$ cat src/rtl/seq_array_multiplier.sv
// rtl/seq_array_multiplier.sv - sequential shift-and-add signed/unsigned multiplier
//
// One adder row is reused over B_WIDTH cycles. Operands are reduced to
// magnitudes on capture, multiplied unsigned, and the sign is applied once
// at the end. This keeps the most-negative inputs exact.
//
// Ports:
//   clk          rising-edge clock
//   rst          asynchronous active-high reset
//   start        operation request, sampled only in IDLE
//   signed_mode  1 = a/b are two's complement, sampled with start
//   a            multiplicand [A_WIDTH]
//   b            multiplier [B_WIDTH]
//   busy         high in RUN and FINISH
//   done         one-cycle completion pulse, high while back in IDLE
//   product      registered result [A_WIDTH+B_WIDTH], held until next completion
module seq_array_multiplier #(
    parameter int A_WIDTH = 7,
    parameter int B_WIDTH = 5
) (
    input  logic                       clk,
    input  logic                       rst,
    input  logic                       start,
    input  logic                       signed_mode,
    input  logic [A_WIDTH-1:0]         a,
    input  logic [B_WIDTH-1:0]         b,
    output logic                       busy,
    output logic                       done,
    output logic [A_WIDTH+B_WIDTH-1:0] product
);

    localparam int P_WIDTH = A_WIDTH + B_WIDTH;
    localparam int CNT_W   = (B_WIDTH > 1) ? $clog2(B_WIDTH) : 1;
    localparam logic [CNT_W-1:0] LAST_CNT = CNT_W'(B_WIDTH - 1);

    typedef enum logic [1:0] {
        IDLE   = 2'd0,
        RUN    = 2'd1,
        FINISH = 2'd2
    } state_t;

    state_t               state;
    state_t               state_next;
    logic [A_WIDTH-1:0]   ma;
    logic [B_WIDTH-1:0]   mb;
    logic                 neg;
    logic [P_WIDTH-1:0]   acc;
    logic [CNT_W-1:0]     cnt;

    // Magnitudes held unsigned at full operand width: -2^(N-1) maps to 2^(N-1).
    logic [A_WIDTH-1:0]   mag_a;
    logic [B_WIDTH-1:0]   mag_b;
    logic [P_WIDTH-1:0]   addend;

    assign mag_a  = (signed_mode && a[A_WIDTH-1]) ? -a : a;
    assign mag_b  = (signed_mode && b[B_WIDTH-1]) ? -b : b;
    // Zero-extend before shifting so no partial-product bits are lost.
    assign addend = {{B_WIDTH{1'b0}}, ma} << cnt;

    // State register
    always_ff @(posedge clk or posedge rst) begin
        if (rst) begin
            state <= IDLE;
        end else begin
            state <= state_next;
        end
    end

    // Next-state logic
    always_comb begin
        state_next = state;
        case (state)
            IDLE:    if (start) state_next = RUN;
            RUN:     if (cnt == LAST_CNT) state_next = FINISH;
            FINISH:  state_next = IDLE;
            default: state_next = IDLE;
        endcase
    end

    // Output logic
    always_comb begin
        busy = (state == RUN) || (state == FINISH);
    end

    // Datapath and registered outputs
    always_ff @(posedge clk or posedge rst) begin
        if (rst) begin
            ma      <= '0;
            mb      <= '0;
            neg     <= 1'b0;
            acc     <= '0;
            cnt     <= '0;
            product <= '0;
            done    <= 1'b0;
        end else begin
            // done lands in the cycle after FINISH, when the FSM is already IDLE.
            done <= (state == FINISH);
            case (state)
                IDLE: begin
                    if (start) begin
                        ma  <= mag_a;
                        mb  <= mag_b;
                        neg <= signed_mode & (a[A_WIDTH-1] ^ b[B_WIDTH-1]);
                        acc <= '0;
                        cnt <= '0;
                    end
                end
                RUN: begin
                    if (mb[cnt]) begin
                        acc <= acc + addend;
                    end
                    cnt <= cnt + 1'b1;
                end
                FINISH: begin
                    product <= neg ? -acc : acc;
                end
                default: ;
            endcase
        end
    end

endmodule

$ cat config.mk
export PLATFORM = sky130hd
export DESIGN_NAME = seq_array_multiplier
export DESIGN_NICKNAME = d
export VERILOG_FILES = /design/src/rtl/seq_array_multiplier.sv
export SDC_FILE = /design/constraint.sdc
export NUM_CORES = 1
export LEC_CHECK = 0
export ABC_AREA = 1
export CAP_MARGIN = 20
export CORE_UTILIZATION = 64
export CTS_BUF_LIST = sky130_fd_sc_hd__clkbuf_4 sky130_fd_sc_hd__clkbuf_8 sky130_fd_sc_hd__clkbuf_16
export DETAILED_ROUTE_END_ITERATION = 16
export DONT_BUFFER_PORTS = 1
export HOLD_SLACK_MARGIN = 0.1
export PLACE_DENSITY = 0.85
export SLEW_MARGIN = 20
export SYNTH_ARGS = -nofsm -noshare
export SYNTH_HDL_FRONTEND = slang
export SYNTH_SLANG_ARGS = --single-unit
$ cat constraint.sdc
create_clock -name clk -period 2.34 [get_ports clk]
set_input_delay 0.351 -clock clk [delete_from_list [all_inputs] [get_ports clk]]
set_output_delay 0.351 -clock clk [all_outputs]
set_load 0.05 [all_outputs]
==> results of run 1 <==
[sequential cells by signal (all words and copies together), names as in the netlist]
name and cells:
acc 12, cnt 3, done 1, ma 7, mb 5, neg 1, product 12, state 2
[per-stage QoR]
| step | cell area, um^2 | hold WS (ps) | setup WS [ps] |
|---|---|---|---|
| global placement | 3161 | 337.2 | 78.49 |
| CTS | 3288 | 212.2 | 7.316 |
| global route | 3432 | 218.6 | -115.9 |
| finish | 3432 | 213.7 | 29.91 |
| floorplan | 3063 | 453.0 | 218.6 |
| detailed placement | 3161 | 343.9 | 12.82 |
[layer usage]
metal  share of wire [%]  vias to the layer above  global-route usage, %
met5                   0                        -                      0
met1                  42                     1370                  38.33
met2                  46                      154                  44.13
met4                 3.6                        0                  10.89
li1                    -                     1470                      -
met3                 8.0                       30                  6.125
[Yosys cell counts]
cell type	instances
inv_2	1
ha_1	19
mux2i_1	2
buf_4	1
inv_1	55
nand4_1	4
nand3_1	36
a31oi_1	3
o21bai_1	2
fa_1	1
buf_2	5
or2_2	4
o21ai_2	1
a21oi_1	9
a21oi_2	1
nand2_1	155
o21ai_1	1
dfrtp_1	43
o211ai_1	1
xor2_1	11
nor3_1	2
xnor2_1	2
nand3b_1	3
a22oi_1	1
clkbuf_1	6
o21ai_0	43
nor2_1	36
o22ai_1	3
[path summary, 6_finish.rpt]
path,from,to,cells past startpoint
min in group asynchronous,rst,mb[0],2
max,cnt[0],acc[10],12
min reg2reg,mb[3],mb[3],2
min,b[4],mb[4],2
max in group asynchronous,rst,acc[10],3
max reg2reg,cnt[0],acc[10],12
[power breakdown]
| part | leakage, nW | internal, W | switching [W] | total [W] |
|---|---|---|---|---|
| combinational | 1.23 | 0.00115 | 0.00181 | 0.00296 |
| clock | 0.0612 | 0.000346 | 0.000262 | 0.000607 |
| sequential | 0.552 | 0.00105 | 0.000637 | 0.00169 |
[worst max-delay path: cells and delay by family (launching register included)]
kind                     cells  cell delay [ps]
adder cells (fa/ha/maj)      1              370
buffers and inverters        1              150
flip-flops                   1              470
AO/OA/AOI/OAI                3              500
AND/OR/NAND/NOR              7              700
[final cells by class]
class | instances | area, um^2
inverters | 56 | 210.2
clock buffers | 6 | 82.58
repair buffers | 21 | 176.4
flip-flops and latches | 43 | 1077
well taps | 52 | 65.06
multi-input cells | 340 | 1785
fillers | 335 | 1042
clock inverters | 2 | 35.03
[timing repair]
action,CTS,global route
setup buffers,0,10
endpoints found under the setup margin,0,9
hold endpoints to repair,14,0
gates resized for setup,0,35
hold buffers,1,0
[kinds of logic (layout without fill, tap and decap cells)]
family | after synthesis | count (layout)
simple gates | 240 | 240
buf+inv | 68 | 85
compound gates | 65 | 65
flops | 43 | 43
fa+ha+maj | 20 | 20
xor+xnor | 13 | 13
mux | 2 | 2
==> results.txt, run 1 <==
status: finished, violations left
violated checks: DRC
most common cell after layout, fill and taps aside: nand2_1
Synth Warn #: 0
RSZ-0062 raised after global routing: true
Period Utilization, post-route: 98.72%
fmax: 432.9 MHz
crit path DAT: 2500 ps
CP required: 2530 ps
final max-slew violation count: 0
clk slew on worst S/H paths: 80 ps
Slew HR: 59.91%
Antenna Nets Post-Route: 0
Initial Util: 68.46%
IO buf count: 0
initial antenna violation count: 0
slowest CP cell: dfrtp_2
Tmin final: 2310 ps
syn nets: 487
I/O pins: 30
full die area: 5067 um^2
CP Launch Type: register
TritonRoute pass-1 iters: 12
worst slew pin tran: 600.6 ps
Synth area leader: dfrtp_1
XOR/XNOR Fraction of Synth Area: 3.717%
routed len/inst: 13.87 um
Synth top area share: 35.13%
Mapped Area: 3063 um^2
Crit Path Max Fanout: 8
Peak VDD IR: 0.7514 mV
CP Class: register to register
Total Neg Setup Slack: 0 ps
critical path's most frequent cell: nand2_1
syn avg cell area: 6.791 um^2
Worst Hold Class: input pin to register
Num CTS Buffers: 5
reg2reg setup slack: 30 ps
Via density: 5.815
mux cell area share after synthesis: 0.6536%
Clock Path Buffers: 2
DRT iter0 DRCs: 227
leakage power: 1.846 nW
vias: 3024
Fin. Hold Viols: 0
CTS tree: built
top cells by area, synth: dfrtp_1 (35%), nand2_1 (19%), ha_1 (7.8%), o21ai_0 (7.0%), inv_1 (6.7%)
CP max stage delay: 470 ps
Synth Area in Compound Gates: 11.44%
Seq cells post-synth: 43
Clock Latency Late Sink: 300 ps
post-layout net count: 503
clock root cell: clkbuf_8
core area: 4474 um^2
critical path endpoint category: register
clk sinks: 43
Post-DP HPWL: 5174 um
RD Place Congestion: 0.9078
DIE WIDTH: 71.18 um
Max H-tree Level: 2
post-synthesis sequential area ratio: 35.13%
final core occ: 76.71%
area delta synth->final: 12.05%
PwrDens: 1531 nW/um^2
vias in the first global route: 2562
Cell Count, Final, Fillers Out: 520
Yosys cell types: 28
Placed Cells incl. Taps: 501
Total GRT Usage: 28.22%
Max Cap Viol: 0
die height: 71.18 um
final wirelength: 7210 um
worst path cell trace: buf_6, nand2_1, nand3_1, o21ai_2, o21ai_0, ha_1, a21oi_1, nand3_2, nand2_1, nand3b_1, nand3_1, nand2_1
Synth Instances: 451
layout cells sized above 1: 11.75%
largest net degree at the start of global routing: 30
first-pass GRT wire length: 11280 um
Antenna Cells: 0
Rows: 24
Synth Area in Simple Gates: 31.99%
post-layout power: 0.005253 W
most frequent cells in the layout: nand2_1 (148), inv_1 (54), dfrtp_1 (42)
Final Skew: 3.579 ps
global route total overflow: 0
largest family of logic cells by synthesized area: simple AND/OR/NAND/NOR gates
Post-Synth Adder-Cell Area: 8.415%
DRC: 4
Setup violations, final: 0
Power figures use the tool's default switching activity.
==> run 2: changes to the inputs <==
--- a/config.mk
+++ b/config.mk
@@ -7,12 +7,13 @@
 export LEC_CHECK = 0
 export ABC_AREA = 1
 export CAP_MARGIN = 20
-export CORE_UTILIZATION = 64
+export CORE_UTILIZATION = 40
 export CTS_BUF_LIST = sky130_fd_sc_hd__clkbuf_4 sky130_fd_sc_hd__clkbuf_8 sky130_fd_sc_hd__clkbuf_16
+export CTS_CLUSTER_DIAMETER = 80
 export DETAILED_ROUTE_END_ITERATION = 16
 export DONT_BUFFER_PORTS = 1
 export HOLD_SLACK_MARGIN = 0.1
-export PLACE_DENSITY = 0.85
+export PLACE_DENSITY = 0.59
 export SLEW_MARGIN = 20
 export SYNTH_ARGS = -nofsm -noshare
 export SYNTH_HDL_FRONTEND = slang
==> results.txt, run 2 (synthesis gave the netlist of run 1 again) <==
Antenna Cells: 0 (unchanged)
Period Utilization, post-route: 94.81% (was 98.72%)
full die area: 8011 um^2 (was 5067 um^2)
layout cells sized above 1: 15.03% (was 11.75%)
routed len/inst: 12.61 um (was 13.87 um)
TritonRoute pass-1 iters: 5 (was 12)
CTS tree: built (unchanged)
largest net degree at the start of global routing: 44 (was 30)
Clock Latency Late Sink: 300 ps (about the same)
CP required: 2530 ps (about the same)
Worst Hold Class: input pin to register (unchanged)
Initial Util: 41.78% (was 68.46%)
worst slew pin tran: 557.8 ps (was 600.6 ps)
Post-DP HPWL: 5409 um (was 5174 um)
core area: 7331 um^2 (was 4474 um^2)
Antenna Nets Post-Route: 0 (unchanged)
CP Launch Type: register (unchanged)
Hold EP: ma[6] (was mb[4])
global route total overflow: 0 (unchanged)
post-layout net count: 514 (was 503)
Peak VDD IR: 0.3683 mV (was 0.7514 mV)
clock root cell: clkbuf_8 (unchanged)
first-pass GRT wire length: 11580 um (was 11280 um)
most frequent cells in the layout: nand2_1 (146), inv_1 (53), dfrtp_1 (42) (was nand2_1 (148), inv_1 (54), dfrtp_1 (42))
vias: 2878 (was 3024)
die height: 89.51 um (was 71.18 um)
crit path DAT: 2410 ps (was 2500 ps)
Setup violations, final: 0 (unchanged)
Hold Crit Start: a[6] (was b[4])
Via density: 4.979 (was 5.815)
Tmin final: 2219 ps (was 2310 ps)
Fin. Hold Viols: 0 (unchanged)
IO buf count: 0 (unchanged)
vias in the first global route: 2530 (was 2562)
Rows: 31 (was 24)
Slew HR: 62.81% (was 59.91%)
area delta synth->final: 17.12% (was 12.05%)
most common cell after layout, fill and taps aside: nand2_1 (unchanged)
DRC: 0 (was 4)
Critical R2R Launch: cnt[0] (unchanged)
Clock Path Buffers: 2 (unchanged)
WHS Path Cells: 2 (unchanged)
DIE WIDTH: 89.51 um (was 71.18 um)
DRT iter0 DRCs: 197 (was 227)
status: finished, final reports clean (was finished, violations left)
I/O pins: 30 (unchanged)
Num CTS Buffers: 5 (unchanged)
fmax: 450.7 MHz (was 432.9 MHz)
Max Cap Viol: 0 (unchanged)
leakage power: 1.906 nW (was 1.846 nW)
Largest regs: acc x12, product x12, ma x7 (unchanged)
Final Skew: 6.812 ps (was 3.579 ps)
worst reg2reg path endpoint: acc[10] (unchanged)
final core occ: 48.93% (was 76.71%)
initial antenna violation count: 0 (unchanged)
RSZ-0062 raised after global routing: true (unchanged)
Max H-tree Level: 2 (unchanged)
PwrDens: 1518 nW/um^2 (was 1531 nW/um^2)
post-layout power: 0.005447 W (was 0.005253 W)
clk sinks: 43 (unchanged)
setup ws final: 121.4 ps (was 29.91 ps)
clk slew on worst S/H paths: 80 ps (about the same)
Total GRT Usage: 18.92% (was 28.22%)
RD Place Congestion: 0.9029 (was 0.9078)
dpl ws: -16.68 ps (was 12.82 ps)
Register-to-Register Path Depth: 14 (was 12)
reg2reg setup slack: 120 ps (was 30 ps)
final wirelength: 7287 um (was 7210 um)
critical path endpoint category: register (unchanged)
CP Class: register to register (unchanged)
final max-slew violation count: 0 (unchanged)
Crit Path Max Fanout: 5 (was 8)
==> run 2: cell types whose count changed in the layout (fill, tap and decap cells not counted), sizes merged <==
cell	before	now
buf	20	31
clkinv	1	2
inv	56	55
==> run 2: worst max-delay path: stages, from the launching register on <==
cell and delay [ps]:
dfrtp_2 450, buf_4 160, o21ai_2 150, nand2_1 80, o21ai_2 80, o21ai_1 100, ha_1 330, buf_4 150
buf_4 130, nand2_1 70, a21oi_1 40, nor2_1 130, nand3b_1 100, nand3_1 90, nand2_1 50
==> run 2: metal layers <==
layer  wire, um  global-route usage, %  part of all wire, %
met2       3346                  29.77                   46
met1       3508                  26.94                   48
met3        354                  2.585                  4.9
met4         77                  5.628                  1.1
met5          0                      0                    0
==> run 2: worst max path at each step <==
stage / to / depth (start not counted) / start
6_report: acc[10] / 14 / cnt[0]
2_1_floorplan: acc[11] / 17 / cnt[1]
3_5_place_dp: acc[11] / 15 / cnt[0]
3_3_place_gp: acc[7] / 13 / cnt[0]
4_1_cts: acc[11] / 15 / cnt[0]
5_1_grt: acc[10] / 14 / cnt[0]
==> run 2: cell type report <==
class,instances,area (um^2)
fillers,722,3744
multi-input cells,340,1812
flip-flops and latches,43,1077
repair buffers,32,246.5
inverters,56,210.2
well taps,99,123.9
clock buffers,6,82.58
clock inverters,2,35.03
==> run 2: what timing repair did <==
item / CTS / global route
hold buffers: 1 / 0
pin swaps: 0 / 19
setup endpoints to repair: 2 / 8
setup buffers: 0 / 11
gates resized for setup: 1 / 42
endpoints found under the hold margin: 43 / 0
==> run 2: stage by stage <==
stage / area [um^2] / TNS (ps) / std cells / hold slack, ps
finish: 3587 / 0 / 578 / 230.2
global route: 3587 / -95.13 / 578 / 249.3
CTS: 3411 / 0 / 567 / 222.1
detailed placement: 3282 / -23.09 / 558 / 411.5
global placement: 3282 / -18.83 / 558 / 409.1
floorplan: 3063 / 0 / 451 / 453.0
==> run 2: report_power, final <==
group          switching, W  internal, W  leakage [nW]
Combinational       0.00187      0.00131          1.29
Clock              0.000261     0.000345        0.0612
Sequential         0.000614      0.00105         0.552
Total               0.00274      0.00271          1.91
==> RTL edit, RTL diff (flow settings as in run 1) <==
Remove the register `done`: a continuous assignment takes its place, so the output `done` follows one clock earlier. Comments in the files are not updated.
--- a/src/rtl/seq_array_multiplier.sv
+++ b/src/rtl/seq_array_multiplier.sv
@@ -91,10 +91,8 @@
             acc     <= '0;
             cnt     <= '0;
             product <= '0;
-            done    <= 1'b0;
         end else begin
             // done lands in the cycle after FINISH, when the FSM is already IDLE.
-            done <= (state == FINISH);
             case (state)
                 IDLE: begin
                     if (start) begin
@@ -119,5 +117,7 @@
         end
     end
 
+    assign done = (state == FINISH);
+
 endmodule
 
Formal check against the unedited RTL: not equivalent (Yosys sat finds a counterexample within 10 cycles, from zero or initial values and one cycle with rst high).
==> RTL edit against run 1 <==
  * Largest cell class unchanged
  * Synthesized area shrank 0.82%
  * Worst setup slack gained 52 ps
  * Clock power down 3.6%
  * Cell area shrank 2.8%
  * Synthesized cell count is 0.22% lower
  * Combinational power shrank 3%
  * Sequential power fell by 4%
  * Sequential cell count is 1 lower
  * Largest power group unchanged
  * Count of clock-buffer cells in the layout decreased by 1
  * Clock skew up 3.9 ps
  * Routed wire length decreased by 2.7%
  * Total power is 3.2% lower
==> RTL edit: results (changes against run 1) <==
Initial DRC Count=183 (-19%); via count=2908 (-3.8%); setup slack, reg-to-reg=80 ps (+50 ps); Pre-antenna DRT Iters=7 (-5); Worst EP arrival=2460 ps (-40 ps); Max transition margin=65.2% (+5.3 points); largest net degree at the start of global routing=43 (+43%); Worst VDD drop=0.898 mV (+20%); Tot GR Track Use=28.7% (+0.45 points); sw frac=52.0% (+0.44 points); clk_skew=7.52 ps (+3.94 ps); Mapped Nets=486 (-0.21%); Critical Path Source=cnt[0]$_DFFE_PP0P_; vias in the first global route=2607 (+1.8%); Synth top cells by count=nand2_1 (155), inv_1 (55), o21ai_0 (43); dpl cell area=0.00312 mm² (-1.2%); initial antenna violation count=1 (+1); Antenna diodes=0 (unchanged); final net count=500 (-0.60%); first-pass GRT wire length=11.4 mm (+1.1%); status=finished, final reports clean; final wirelength=7.02 mm (-2.7%); R2R cell count=14 (+2); fraction of layout cells with a size suffix above 1=9.89% (-1.9 points); Synth area leaders=dfrtp_1 (35%), nand2_1 (19%), ha_1 (7.8%); share of the yosys chip area belonging to registers=34.6% (-0.53 points); leak pwr=1.80 nW (-2.2%); Clk Latency, worst-skew pair=300 ps (about the same); Detail Placement HPWL=5.04 mm (-2.6%); routability cong.=0.933 (+2.8%)
-- RTL edit: per-stage QoR --
step,worst slack [ps],cells
2_1_floorplan,219,450
3_3_place_gp,94.3,500
3_5_place_dp,24.6,500
4_1_cts,79.2,509
5_1_grt,-58.9,517
6_report,81.7,517
-- RTL edit: worst max-delay path: stages, from the launching register on --
cell and delay (ps):
dfrtp_2 470, buf_6 150, nand2_1 70, o21ai_2 60
o21ai_1 180, mux2i_1 120, ha_1 380, buf_4 130
nand2_1 80, nor2_1 170, nand2_1 100, nand2_1 60
nand2_1 50, nand3_1 70, nand2_1 50
-- RTL edit: final cells by class --
type / count / area, µm²
multi-input cells: 340 / 1750
clock inverters: 3 / 40.0
inverters: 56 / 210
flip-flops and latches: 42 / 1050
clock buffers: 5 / 68.8
repair buffers: 19 / 149
well taps: 52 / 65.1
fillers: 367 / 1110
-- RTL edit: power groups by stage --
stage	clock network, W	logic [W]	registers, W
2_1_floorplan	0	0.00206	0.00154
3_3_place_gp	0	0.00244	0.00162
3_5_place_dp	0	0.00251	0.00164
4_1_cts	0.000583	0.00254	0.00163
5_1_grt	0.000606	0.00322	0.00167
6_report	0.000585	0.00287	0.00163
-- RTL edit: worst min path at each step --
stage / startpoint / to / slack [ps] / cells after the start
3_5_place_dp: rst / mb[3]$_DFFE_PP0P_ / 410 / 2
5_1_grt: signed_mode / neg$_DFFE_PP0P_ / 230 / 2
4_1_cts: a[6] / ma[6]$_DFFE_PP0P_ / 200 / 2
6_report: b[4] / mb[4]$_DFFE_PP0P_ / 210 / 2
2_1_floorplan: ma[3]$_DFFE_PP0P_ / ma[3]$_DFFE_PP0P_ / 450 / 2
3_3_place_gp: rst / mb[3]$_DFFE_PP0P_ / 410 / 2
-- RTL edit: timing repair --
| item | in CTS | in global routing |
|---|---|---|
| endpoints found under the hold margin | 42 | 0 |
| pin swaps | 0 | 11 |
| setup endpoints to repair | 1 | 7 |
| hold buffers | 1 | 0 |
| gates resized for setup | 1 | 22 |
| buffers inserted | 0 | 8 |
-- RTL edit: layer usage --
layer	up-vias	track usage [%]	wire, µm
met5	-	0	0
met3	11	4.84	424
met4	0	7.56	92
li1	1460	-	-
met2	107	47.9	3290
met1	1330	38.9	3210
-- RTL edit: logic make-up (layout without fill, tap and decap cells) --
kind of cell / Yosys count / count (layout) / synth area share, %
AO/OA/AOI/OAI: 65 / 65 / 11.5
adder cells (fa/ha/maj): 20 / 20 / 8.48
flip-flops: 42 / 42 / 34.6
buffers and inverters: 68 / 83 / 8.73
XOR/XNOR: 13 / 13 / 3.75
AND/OR/NAND/NOR: 240 / 240 / 32.2
multiplexers: 2 / 2 / 0.659
